<file path="src/rtl/hue_pkg.sv">
// Shared types and constants for the hue sequencing controller.
package hue_pkg;

  typedef enum logic [2:0] {IDLE, PREP, DIV, OFFS, DONE} hue_state_t;

  localparam int HUE_OFF_G = 120;
  localparam int HUE_OFF_B = 240;
  localparam int HUE_WRAP  = 360;
  localparam int HUE_SCALE = 60;

  localparam logic [1:0] IDX_R = 2'd0;
  localparam logic [1:0] IDX_G = 2'd1;
  localparam logic [1:0] IDX_B = 2'd2;

  function automatic int hue_offset(input logic [1:0] idx);
    case (idx)
      IDX_G:   return HUE_OFF_G;
      IDX_B:   return HUE_OFF_B;
      default: return 0;
    endcase
  endfunction

endpackage

</file>
<file path="src/rtl/hue_seq_ctrl_if.sv">
// Pixel-in / hue-out handshake bundle; slave is the controller side.
interface hue_seq_ctrl_if #(
  parameter int PIX_W = 8,
  parameter int HUE_W = 12
);
  logic             in_valid;
  logic             in_ready;
  logic [PIX_W-1:0] r;
  logic [PIX_W-1:0] g;
  logic [PIX_W-1:0] b;
  logic             out_valid;
  logic             out_ready;
  logic [HUE_W-1:0] hue;
  logic [1:0]       max_index;
  logic             gray;

  modport master (
    output in_valid, r, g, b, out_ready,
    input  in_ready, out_valid, hue, max_index, gray
  );

  modport slave (
    input  in_valid, r, g, b, out_ready,
    output in_ready, out_valid, hue, max_index, gray
  );
endinterface

</file>
<file path="src/rtl/hue_serial_div.sv">
// Unsigned restoring divider, one quotient bit per enabled cycle.
module hue_serial_div #(
  parameter int PIX_W     = 8,
  parameter int DIV_STEPS = PIX_W + 6
) (
  input  logic                 clk,
  input  logic                 rst_n,
  input  logic                 ce,
  input  logic                 start,
  input  logic [14:0]          dividend,
  input  logic [PIX_W-1:0]     divisor,
  output logic                 done,
  output logic [DIV_STEPS-1:0] quotient
);
  localparam int CW = $clog2(DIV_STEPS + 1);

  logic [PIX_W-1:0]     rem;
  logic [PIX_W-1:0]     dsr;
  logic [DIV_STEPS-1:0] shreg;
  logic [CW-1:0]        cnt;
  logic [PIX_W:0]       trial;
  logic [PIX_W:0]       diff;

  assign trial    = {rem, shreg[DIV_STEPS-1]};
  assign diff     = trial - {1'b0, dsr};
  // High during the cycle whose closing edge performs the last step.
  assign done     = ce && (cnt == CW'(1));
  assign quotient = shreg;

  always_ff @(posedge clk or negedge rst_n) begin
    if (!rst_n) begin
      rem   <= '0;
      dsr   <= '0;
      shreg <= '0;
      cnt   <= '0;
    end else if (ce) begin
      if (start) begin
        rem   <= PIX_W'(dividend[14:DIV_STEPS]);
        dsr   <= divisor;
        shreg <= dividend[DIV_STEPS-1:0];
        cnt   <= CW'(DIV_STEPS);
      end else if (cnt != '0) begin
        if (!diff[PIX_W]) begin
          rem   <= diff[PIX_W-1:0];
          shreg <= {shreg[DIV_STEPS-2:0], 1'b1};
        end else begin
          rem   <= trial[PIX_W-1:0];
          shreg <= {shreg[DIV_STEPS-2:0], 1'b0};
        end
        cnt <= cnt - 1'b1;
      end
    end
  end
endmodule

</file>
<file path="src/rtl/hue_seq_ctrl.sv">
// Hue sequencer: max-channel select, serial divide, sector offset and wrap.
// state | meaning
// IDLE  | waiting for a pixel, in_ready follows ce
// PREP  | max/min select, numerator and delta, divider launch
// DIV   | serial divider running
// OFFS  | sign fix, sector offset, wrap, register result
// DONE  | result held until out_ready
module hue_seq_ctrl
  import hue_pkg::*;
#(
  parameter int PIX_W     = 8,
  parameter int HUE_W     = 12,
  parameter int DIV_STEPS = PIX_W + 6
) (
  input  logic           clk,
  input  logic           rst_n,
  input  logic           ce,
  hue_seq_ctrl_if.slave  bus
);
  localparam int AW = DIV_STEPS + 2;

  hue_state_t           state;
  logic [PIX_W-1:0]     r_q, g_q, b_q;
  logic [1:0]           idx_q;
  logic                 neg_q;
  logic                 gray_q;

  logic [1:0]           idx_c;
  logic [PIX_W-1:0]     max_c, min_c, delta_c;
  logic signed [14:0]   diff_c, num_c;
  logic [14:0]          num_abs;
  logic                 div_start, div_done;
  logic [DIV_STEPS-1:0] quotient;
  logic signed [AW-1:0] q_s, hue_c;

  assign bus.in_ready = (state == IDLE) && ce;

  always_comb begin
    idx_c  = IDX_R;
    max_c  = r_q;
    diff_c = $signed(15'(g_q)) - $signed(15'(b_q));
    if (!(r_q >= g_q && r_q >= b_q)) begin
      if (g_q >= b_q) begin
        idx_c  = IDX_G;
        max_c  = g_q;
        diff_c = $signed(15'(b_q)) - $signed(15'(r_q));
      end else begin
        idx_c  = IDX_B;
        max_c  = b_q;
        diff_c = $signed(15'(r_q)) - $signed(15'(g_q));
      end
    end
    min_c = r_q;
    if (g_q < min_c) min_c = g_q;
    if (b_q < min_c) min_c = b_q;
    delta_c = max_c - min_c;
    num_c   = diff_c * $signed(15'(HUE_SCALE));
    num_abs = num_c[14] ? 15'(-num_c) : num_c;
  end

  assign div_start = (state == PREP) && (delta_c != '0);

  hue_serial_div #(.PIX_W(PIX_W), .DIV_STEPS(DIV_STEPS)) u_div (
    .clk      (clk),
    .rst_n    (rst_n),
    .ce       (ce),
    .start    (div_start),
    .dividend (num_abs),
    .divisor  (delta_c),
    .done     (div_done),
    .quotient (quotient)
  );

  // Divider output is stale for achromatic pixels, so force the quotient to zero.
  always_comb begin
    q_s   = gray_q ? '0 : $signed(AW'(quotient));
    hue_c = (neg_q ? -q_s : q_s) + $signed(AW'(hue_offset(idx_q)));
    if (hue_c < 0) hue_c = hue_c + $signed(AW'(HUE_WRAP));
  end

  always_ff @(posedge clk or negedge rst_n) begin
    if (!rst_n) begin
      state         <= IDLE;
      r_q           <= '0;
      g_q           <= '0;
      b_q           <= '0;
      idx_q         <= IDX_R;
      neg_q         <= 1'b0;
      gray_q        <= 1'b0;
      bus.out_valid <= 1'b0;
      bus.hue       <= '0;
      bus.max_index <= IDX_R;
      bus.gray      <= 1'b0;
    end else if (ce) begin
      unique case (state)
        IDLE: if (bus.in_valid) begin
          r_q   <= bus.r;
          g_q   <= bus.g;
          b_q   <= bus.b;
          state <= PREP;
        end
        PREP: begin
          idx_q  <= idx_c;
          neg_q  <= num_c[14];
          gray_q <= (delta_c == '0);
          state  <= (delta_c == '0) ? OFFS : DIV;
        end
        DIV: if (div_done) state <= OFFS;
        OFFS: begin
          bus.hue       <= HUE_W'(hue_c);
          bus.max_index <= idx_q;
          bus.gray      <= gray_q;
          bus.out_valid <= 1'b1;
          state         <= DONE;
        end
        DONE: if (bus.out_ready) begin
          bus.out_valid <= 1'b0;
          state         <= IDLE;
        end
        default: state <= IDLE;
      endcase
    end
  end
endmodule

</file>
<file path="src/flat_wrapper.sv">
// flat-port wrapper written by rule: the top's interface ports become plain ports
module hue_seq_ctrl_flat import hue_pkg::*;
#(
  parameter int PIX_W     = 8,
  parameter int HUE_W     = 12,
  parameter int DIV_STEPS = PIX_W + 6
)
  (clk, rst_n, ce, bus_in_valid, bus_r, bus_g, bus_b, bus_out_ready, bus_in_ready, bus_out_valid, bus_hue, bus_max_index, bus_gray);
  hue_seq_ctrl_if #(.PIX_W(PIX_W), .HUE_W(HUE_W)) bus_i ();
  input  logic clk;
  input  logic rst_n;
  input  logic ce;
  input wire logic [$bits(bus_i.in_valid)-1:0] bus_in_valid;
  input wire logic [$bits(bus_i.r)-1:0] bus_r;
  input wire logic [$bits(bus_i.g)-1:0] bus_g;
  input wire logic [$bits(bus_i.b)-1:0] bus_b;
  input wire logic [$bits(bus_i.out_ready)-1:0] bus_out_ready;
  output wire logic [$bits(bus_i.in_ready)-1:0] bus_in_ready;
  output wire logic [$bits(bus_i.out_valid)-1:0] bus_out_valid;
  output wire logic [$bits(bus_i.hue)-1:0] bus_hue;
  output wire logic [$bits(bus_i.max_index)-1:0] bus_max_index;
  output wire logic [$bits(bus_i.gray)-1:0] bus_gray;
  assign bus_i.in_valid = bus_in_valid;
  assign bus_i.r = bus_r;
  assign bus_i.g = bus_g;
  assign bus_i.b = bus_b;
  assign bus_i.out_ready = bus_out_ready;
  assign bus_in_ready = bus_i.in_ready;
  assign bus_out_valid = bus_i.out_valid;
  assign bus_hue = bus_i.hue;
  assign bus_max_index = bus_i.max_index;
  assign bus_gray = bus_i.gray;
  hue_seq_ctrl #(.PIX_W(PIX_W), .HUE_W(HUE_W), .DIV_STEPS(DIV_STEPS)) u_core (.clk(clk), .rst_n(rst_n), .ce(ce), .bus(bus_i));
endmodule
</file>
<file path="config.mk">
export PLATFORM = sky130hd
export DESIGN_NAME = hue_seq_ctrl_flat
export DESIGN_NICKNAME = d
export VERILOG_FILES = /design/src/rtl/hue_pkg.sv /design/src/rtl/hue_seq_ctrl_if.sv /design/src/rtl/hue_serial_div.sv /design/src/rtl/hue_seq_ctrl.sv /design/src/flat_wrapper.sv
export SDC_FILE = /design/constraint.sdc
export NUM_CORES = 1
export LEC_CHECK = 0
export CORE_MARGIN = 2
export CORE_UTILIZATION = 30
export DETAILED_ROUTE_END_ITERATION = 16
export PLACE_DENSITY = 0.46
export SYNTH_ARGS = -nofsm -noshare
export SYNTH_HDL_FRONTEND = slang
export SYNTH_SLANG_ARGS = --single-unit
</file>
<file path="constraint.sdc">
create_clock -name clk -period 9 [get_ports clk]
set_input_delay 1.35 -clock clk [delete_from_list [all_inputs] [get_ports clk]]
set_output_delay 1.35 -clock clk [all_outputs]
set_load 0.05 [all_outputs]
</file>
# After elaboration in Yosys (flattened, before gate mapping)
# Index checks and enable logic that the tools add are counted.
op_classes:
  addsub: 10
  multipliers: 1
  magnitude_cmp: 6
  eq_ne: 10
  mux: 28
  n_reduce_logical: 17
op_table:
  columns: ["op", "n"]
  rows:
  - ["2-to-1 mux 8 bit", 7]
  - ["2-to-1 mux 15 bit", 3]
  - ["2-to-1 mux 14 bit", 3]
  - ["subtractor 8 x 8 -> 9 bit", 3]
  - ["greater-or-equal comparator 8 bit", 3]
  - ["adder 16 x 9 -> 16 bit", 1]
  - ["less-than comparator 16 x 1 -> 1 bit, second input constant", 1]
  - ["less-than comparator 8 bit", 2]
  - ["2-to-1 mux 16 bit", 1]
  - ["negation 16 bit", 1]
  - ["case mux 8 bit (2 select lines)", 1]
  - ["multiplier 15 x 5 -> 13 bit, second input constant", 1]
  - ["negation 15 bit", 1]
  - ["case mux 3 bit (5 select lines)", 1]
  - ["adder 12 x 10 -> 12 bit, second input constant", 1]
  - ["2-to-1 mux 12 bit", 1]
  - ["2-to-1 mux 3 bit", 3]
  - ["subtractor 9 x 8 -> 9 bit", 1]
  - ["logical NOT 8 bit", 1]
  - ["2-to-1 mux 4 bit", 2]
  - ["AND reduction 2 bit", 4]
  - ["nonzero test 8 bit", 1]
  - ["subtractor 8 bit", 1]
  - ["== test 3 x 2 -> 1 bit, second input constant", 2]
  - ["17 further kinds", 26]
totals:
  regBits: 81
  inputBits: 29
  out_inout_bits: 17

# Longest topological paths before layout
logic_depth:
  depth_word: 9
  depth_mapped: 34
  ltp_nobuf: 30

# Hierarchy
# Synthesis repeated with hierarchy kept, for this count alone.
unflattened:
  hier_cells: 977
  area_unflattened_um2: 8305.5
modules_own_cells:
  columns: ["mod", "n_inst", "cells_per_inst", "area_per_inst_um2", "seq_area_each_um2"]
  rows:
  - ["hue_seq_ctrl", 1, 789, 6406.1, 1176.1]
  - ["hue_serial_div", 1, 188, 1899.3, 850.8]

# Least setup slack after synthesis
# OpenSTA, ideal clock, no wires.
synth_path:
  path_type: "register to register"
  startpoint: "register u_core.g_q[6]"
  endpoint: "register u_core.u_div.shreg[11] (netlist: u_core.u_div.quotient[11])"
  setup_time_ns: 0.124
  arrival_time_ns: 6.395
  t_required_ns: 8.876
  slack_ns: 2.481
  stages_incl_launch_ff: 33
  path_buffers: 4
  synth_period_minus_slack_ns: 6.519
  path_cell_list: "dfrtp_1 -> inv_1 -> ha_1 -> a21o_1 -> a21o_1 -> mux2_4 -> nand2_1 -> clkbuf_1 -> a21oi_1 -> ha_1 -> a2111oi_0 -> and3_1 -> and3_4 -> or3_1 -> buf_2 -> clkbuf_1 -> nand2_1 -> o21ai_0 -> ha_1 -> inv_1 -> fa_1 -> a21o_1 -> a21oi_1 -> xnor2_1 -> and4b_1 -> o211ai_1 -> nor2_1 -> or4b_4 -> nand2_4 -> nor2_2 -> buf_2 -> a21oi_1 -> o21ai_1"
synth_via:
  elab_chain_len: 9
  word_cells_on_any_way: 22
  classes_between: "4 x add/sub; 1 x mul; 4 x order compare; 8 x mux; 5 x reduce/logical"
synth_lines:
  columns: ["element", "line", "source"]
  rows:
  - ["start: declaration", "hue_seq_ctrl.sv:23", "logic [PIX_W-1:0] r_q, g_q, b_q;"]
  - ["start signal: assignment", "hue_seq_ctrl.sv:98", "g_q <= bus.g;"]
  - ["parallel branches: the longest is 9 deep, another holds multiplier 15 x 5 -> 13 bit", null, null]
  - ["end signal: assignment", "hue_serial_div.sv:40", "shreg <= dividend[DIV_STEPS-1:0];"]
  - ["end signal: assignment", "hue_serial_div.sv:45", "shreg <= {shreg[DIV_STEPS-2:0], 1'b1};"]
  - ["end signal: assignment", "hue_serial_div.sv:48", "shreg <= {shreg[DIV_STEPS-2:0], 1'b0};"]
  - ["end: declaration", "hue_serial_div.sv:19", "logic [DIV_STEPS-1:0] shreg;"]
# Several ways; the timed one is not identified.
# A chain may end at the register's enable or synchronous reset.

# Final worst setup path
layout_path:
  startpoint: "register u_core.g_q[3]"
  endpoint: "register u_core.u_div.shreg[4] (netlist: u_core.u_div.quotient[4])"
layout_via:
  elab_chain_len: 9
  word_cells_on_any_way: 22
  classes_between: "4 x add/sub; 1 x mul; 4 x order compare; 8 x mux; 5 x reduce/logical"
layout_lines:
  columns: ["element"]
  rows:
  - ["parallel branches: the longest is 9 deep, another holds multiplier 15 x 5 -> 13 bit"]
# Several ways; the timed one is not identified.

==> results.md <==
- The flow ran to the end, and the final reports show no timing, DRC or antenna violations.
- In this run the tightest slew margin relative to its limit is 33.5%.
- The number of rows in the core area is 60.
- The number of instances in the synthesized netlist is 965.
- The data required time at the worst endpoint is 9.27 ns.
- The max-capacitance violation count is 0.
- Measured on the finished design, the core utilization comes to 34.2%.
- The synthesized area per cell is 8.38 um2.
- With fillers left out, the area of the finished cells amounts to 9140 um2.
- The max-slew violation total from the final report is 0.
- The initial antenna violation count is 0.
- The register area share after synthesis is 25.1%.
- The HPWL after detailed placement is 16800 um.
- In the final layout, the multi-input gates occupy 5620 um2.
- The residual antenna-violating net count after detailed routing is 0.
- The yosys synthesis warning count is 0.
- The number of cells on the worst hold path is 2.
- After detailed placement, the total cell area comes to 8860 um2.
- In the global route stage, overall resource usage came out at 15.6%.
- The number of nets in the finished design is 1128.
- The time the final worst path needs with I/O delays and setup is 7.95 ns.
- The initial cell density of the core is 30.2%.
- Of the available clock period, the critical path in the final layout requires 88.4%.
- The most frequent standard cell in the layout excluding fill and tap cells is sky130_fd_sc_hd__nand2_1.
- Prior to clock tree synthesis, the placed netlist has a worst setup slack of 1.13 ns.
- The clock tree synthesis step divided the H-tree into 3 levels.
- The maximum fanout along the worst path is 16.
- The final hold violation count is 0.
- The final worst clock skew is 0.0143 ns.
- The worst setup path is launched from a flop.
- Setup repair after global routing left no endpoint under its margin.
- The fraction of layout instances using a drive strength above 1 is 7.48%.
- The placer's final routability congestion estimate is 0.872.
- The worst register-to-register path has a depth of 27.
- The TritonCTS clock tree is done.
- The die covers 28300 um2.
- By area, the combinational part of the netlist is dominated by compound AO/OA/AOI/OAI gates.
- The placeable core region is 26700 um2.
- In this run, distinct cell masters in the synthesized netlist total 83.
- Counting every sink on the clock net gives 81.
- After detailed routing, the met2 layer carries 9550 um of wire.
- The routed length on met3 is 784 um.
- In the routed layout, each cell is associated on average with a via count of 5.05.
- The synthesized netlist devotes 6.93% of its cell area to XOR and XNOR gates.
- The most common flop cell mapped by yosys is sky130_fd_sc_hd__dfrtp_1.
- Measured along the x axis, the die boundary spans 168 um.
- The number of detailed-routing iterations run before antenna repair is 5.
- The total overflow left after global routing is 0.
- Static timing analysis puts the maximum clock frequency at 0.126 GHz.
- The number of fill cells in the layout is 2861.
- Port buffering added 45 buffers.
- After detailed routing, the average wire length per cell comes to 15.8 um.
- In the routed design, unresolved DRC markers number 0.
- Entering global routing, the biggest net connects 51 pins.
- The setup path with the least slack is of type reg -> reg.
- After synthesis the netlist holds a flip-flop and latch count of 81.
- Clock tree synthesis selected as its root buffer the cell sky130_fd_sc_hd__clkbuf_16.
- In this run the count of I/O pins placed on the die edge is 46.
- For this run, asynchronously set or reset flops after synthesis account for 100%.
- The via count is 6791.
- The via count of the first global-routing pass is 6588.
- The post-route met1 wirelength is 10600 um.
- The actual slew at the worst max-slew pin is 0.993 ns.
- Data on the critical path arrives at its endpoint at 8.22 ns.
- In the post-route analysis, the smallest setup slack over all paths is 1.05 ns.
- Adding up every negative setup slack in the final design gives 0 ns.
- In the final layout, flip-flops and latches occupy 2030 um2.
- On the worst path, the slowest cell contributes a delay of 0.80 ns.
- The total of cells resized after clock tree synthesis is 0.
- 0 antenna diodes ended up in the layout.
- The number of buffers on the longest clock path is 2.
- The number of enable-type register cells in the synthesized netlist is 0.
- STA classifies the critical path endpoint as a flop.
- Post-CTS timing repair inserted 0 buffers for setup.
- The detailed router finished its first iteration with 534 violations.
- The total wire length is 21200 um.
- Multiplexer cells account for 6.52% of the synthesized area.
- The area share of fa/ha/maj cells after synthesis is 17.3%.
- The die height is 168 um.
- The cell family contributing the most delay on the critical path is compound AO/OA/AOI/OAI gates.
- The slowest library cell on the worst path is sky130_fd_sc_hd__nor2_1.
- The logic depth of the worst setup path including buffers is 27.
- Setup violations remaining at the end of the flow were counted as 0.
- The latest clock arrival within the worst-skew pair is 0.35 ns.
- The synthesized netlist devotes 17.8% of its cell area to simple gates.
- The library cells used most frequently in the layout, excluding fill and tap cells, are sky130_fd_sc_hd__nand2_1 (116), sky130_fd_sc_hd__ha_1 (83), sky130_fd_sc_hd__dfrtp_1 (81).
- The synthesized cell area is 8080 um2.
- The number of buffers inserted during clock tree synthesis is 9.
- The uppermost layer routed is met4.
- Counting both buffers and inverters, the worst setup path holds a total of 1.
- In this run the worst hold path is classified as reg -> reg.
- The fraction of the mapped netlist area in compound gates is 21.0%.
- The first global-routing pass estimated 35400 um of wire.
- When the netlist entered floorplanning its net count stood at 1095.
- After clock tree synthesis, the clock-pin slew on the worst setup and hold paths is 0.08 ns.
- The area growth from synthesis to layout is 13.1%.
- The count of hold-fix buffers inserted at cts is 0.
[through the flow]
| step | cells | hold slack [ns] |
|---|---|---|
| 6_report | 1344 | 0.477 |
| 5_1_grt | 1344 | 0.508 |
| 4_1_cts | 1344 | 0.488 |
| 3_5_place_dp | 1328 | 0.470 |
| 3_3_place_gp | 1328 | 0.461 |
| 2_1_floorplan | 965 | 0.456 |
[cell usage after synthesis (7+ instances only)]
master | n | share of area (%)
sky130_fd_sc_hd__o21a_1 | 7 | 0.65
sky130_fd_sc_hd__nor3_1 | 16 | 0.99
sky130_fd_sc_hd__a211oi_1 | 10 | 0.93
sky130_fd_sc_hd__nand3_1 | 11 | 0.68
sky130_fd_sc_hd__xnor2_1 | 37 | 4.0
sky130_fd_sc_hd__or2_2 | 7 | 0.54
sky130_fd_sc_hd__clkbuf_1 | 18 | 0.84
sky130_fd_sc_hd__xor2_1 | 27 | 2.9
sky130_fd_sc_hd__mux2_2 | 27 | 3.8
sky130_fd_sc_hd__mux2i_1 | 17 | 2.1
sky130_fd_sc_hd__a31oi_1 | 7 | 0.54
sky130_fd_sc_hd__nand2b_1 | 10 | 0.77
sky130_fd_sc_hd__o21ai_1 | 11 | 0.68
sky130_fd_sc_hd__a21o_1 | 20 | 1.9
sky130_fd_sc_hd__o31ai_1 | 17 | 1.6
sky130_fd_sc_hd__nand2_1 | 116 | 5.4
sky130_fd_sc_hd__inv_1 | 78 | 3.6
sky130_fd_sc_hd__o21ai_0 | 65 | 4.0
sky130_fd_sc_hd__a21oi_1 | 63 | 3.9
sky130_fd_sc_hd__dfrtp_1 | 81 | 25
sky130_fd_sc_hd__o211ai_1 | 7 | 0.65
sky130_fd_sc_hd__fa_1 | 18 | 4.5
sky130_fd_sc_hd__ha_1 | 83 | 13
sky130_fd_sc_hd__nor2b_1 | 18 | 1.4
sky130_fd_sc_hd__nor2_1 | 75 | 3.5
[metal layers]
layer | global-route usage [%] | vias up
li1 | - | 3477
met1 | 21.9 | 3190
met2 | 25.2 | 108
met3 | 2.54 | 16
met4 | 3.30 | 0
met5 | 0 | -
[registers in the layout, summed over array words and instances (netlist names)]
register	flops
u_core.u_div.quotient	14
u_core.u_div.dsr	8
u_core.idx_q	2
u_core.g_q	8
u_core.bus.gray	1
u_core.r_q	8
u_core.state	3
u_core.bus.out_valid	1
u_core.bus.max_index	2
u_core.neg_q	1
u_core.bus.hue	12
u_core.b_q	8
u_core.gray_q	1
u_core.u_div.cnt	4
u_core.u_div.rem	8
[final timing paths]
kind / to / slack, ns / startpoint
max: u_core.u_div.quotient[4] / 1.05 / u_core.g_q[3]
min: u_core.bus.hue[10] / 0.48 / u_core.bus.hue[10]
max reg2reg: u_core.u_div.quotient[4] / 1.05 / u_core.g_q[3]
min reg2reg: u_core.bus.hue[10] / 0.48 / u_core.bus.hue[10]
max in group asynchronous: u_core.bus.out_valid / 7.01 / rst_n
min in group asynchronous: u_core.u_div.dsr[3] / 0.95 / rst_n
[cells by family after synthesis]
group,Yosys count
DFF,81
AOI/OAI and AO/OA,261
buffers and inverters,108
xor gates and xnor gates,64
adders and majority gates,101
and+or+nand+nor,303
muxes,47
[final cells by class]
class | count | share of cell area (%)
timing repair buffer | 50 | 5.31
clock inverter | 7 | 0.589
clock buffer | 9 | 2.46
sequential | 81 | 22.2
multi-input combinational | 776 | 61.5
inverter | 80 | 3.29
tap | 341 | 4.67
[worst reg2reg max path: stages, from the launching register on]
cell,delay [ns]
sky130_fd_sc_hd__dfrtp_1,0.44
sky130_fd_sc_hd__inv_1,0.09
sky130_fd_sc_hd__ha_1,0.36
sky130_fd_sc_hd__and2_1,0.21
sky130_fd_sc_hd__a221oi_2,0.37
sky130_fd_sc_hd__nand3b_1,0.19
sky130_fd_sc_hd__nand2_1,0.46
sky130_fd_sc_hd__nor2_1,0.08
sky130_fd_sc_hd__a21oi_1,0.25
sky130_fd_sc_hd__ha_1,0.30
sky130_fd_sc_hd__a2111oi_0,0.49
sky130_fd_sc_hd__nand3_1,0.15
sky130_fd_sc_hd__a21oi_1,0.26
sky130_fd_sc_hd__or3_1,0.48
sky130_fd_sc_hd__nor2_1,0.07
sky130_fd_sc_hd__a21oi_1,0.26
sky130_fd_sc_hd__ha_1,0.29
sky130_fd_sc_hd__nor2b_1,0.12
sky130_fd_sc_hd__o21a_1,0.18
sky130_fd_sc_hd__o211a_1,0.23
sky130_fd_sc_hd__o31a_1,0.31
sky130_fd_sc_hd__o21ai_0,0.31
sky130_fd_sc_hd__a221oi_1,0.27
sky130_fd_sc_hd__o211ai_4,0.35
sky130_fd_sc_hd__nand2_4,0.20
sky130_fd_sc_hd__nor2_1,0.81
sky130_fd_sc_hd__o22ai_1,0.19
sky130_fd_sc_hd__o21ai_1,0.17
Power is left out: the tool's default activity adds up to more than one toggle a clock period on the data nets, which glitch-free logic cannot reach.
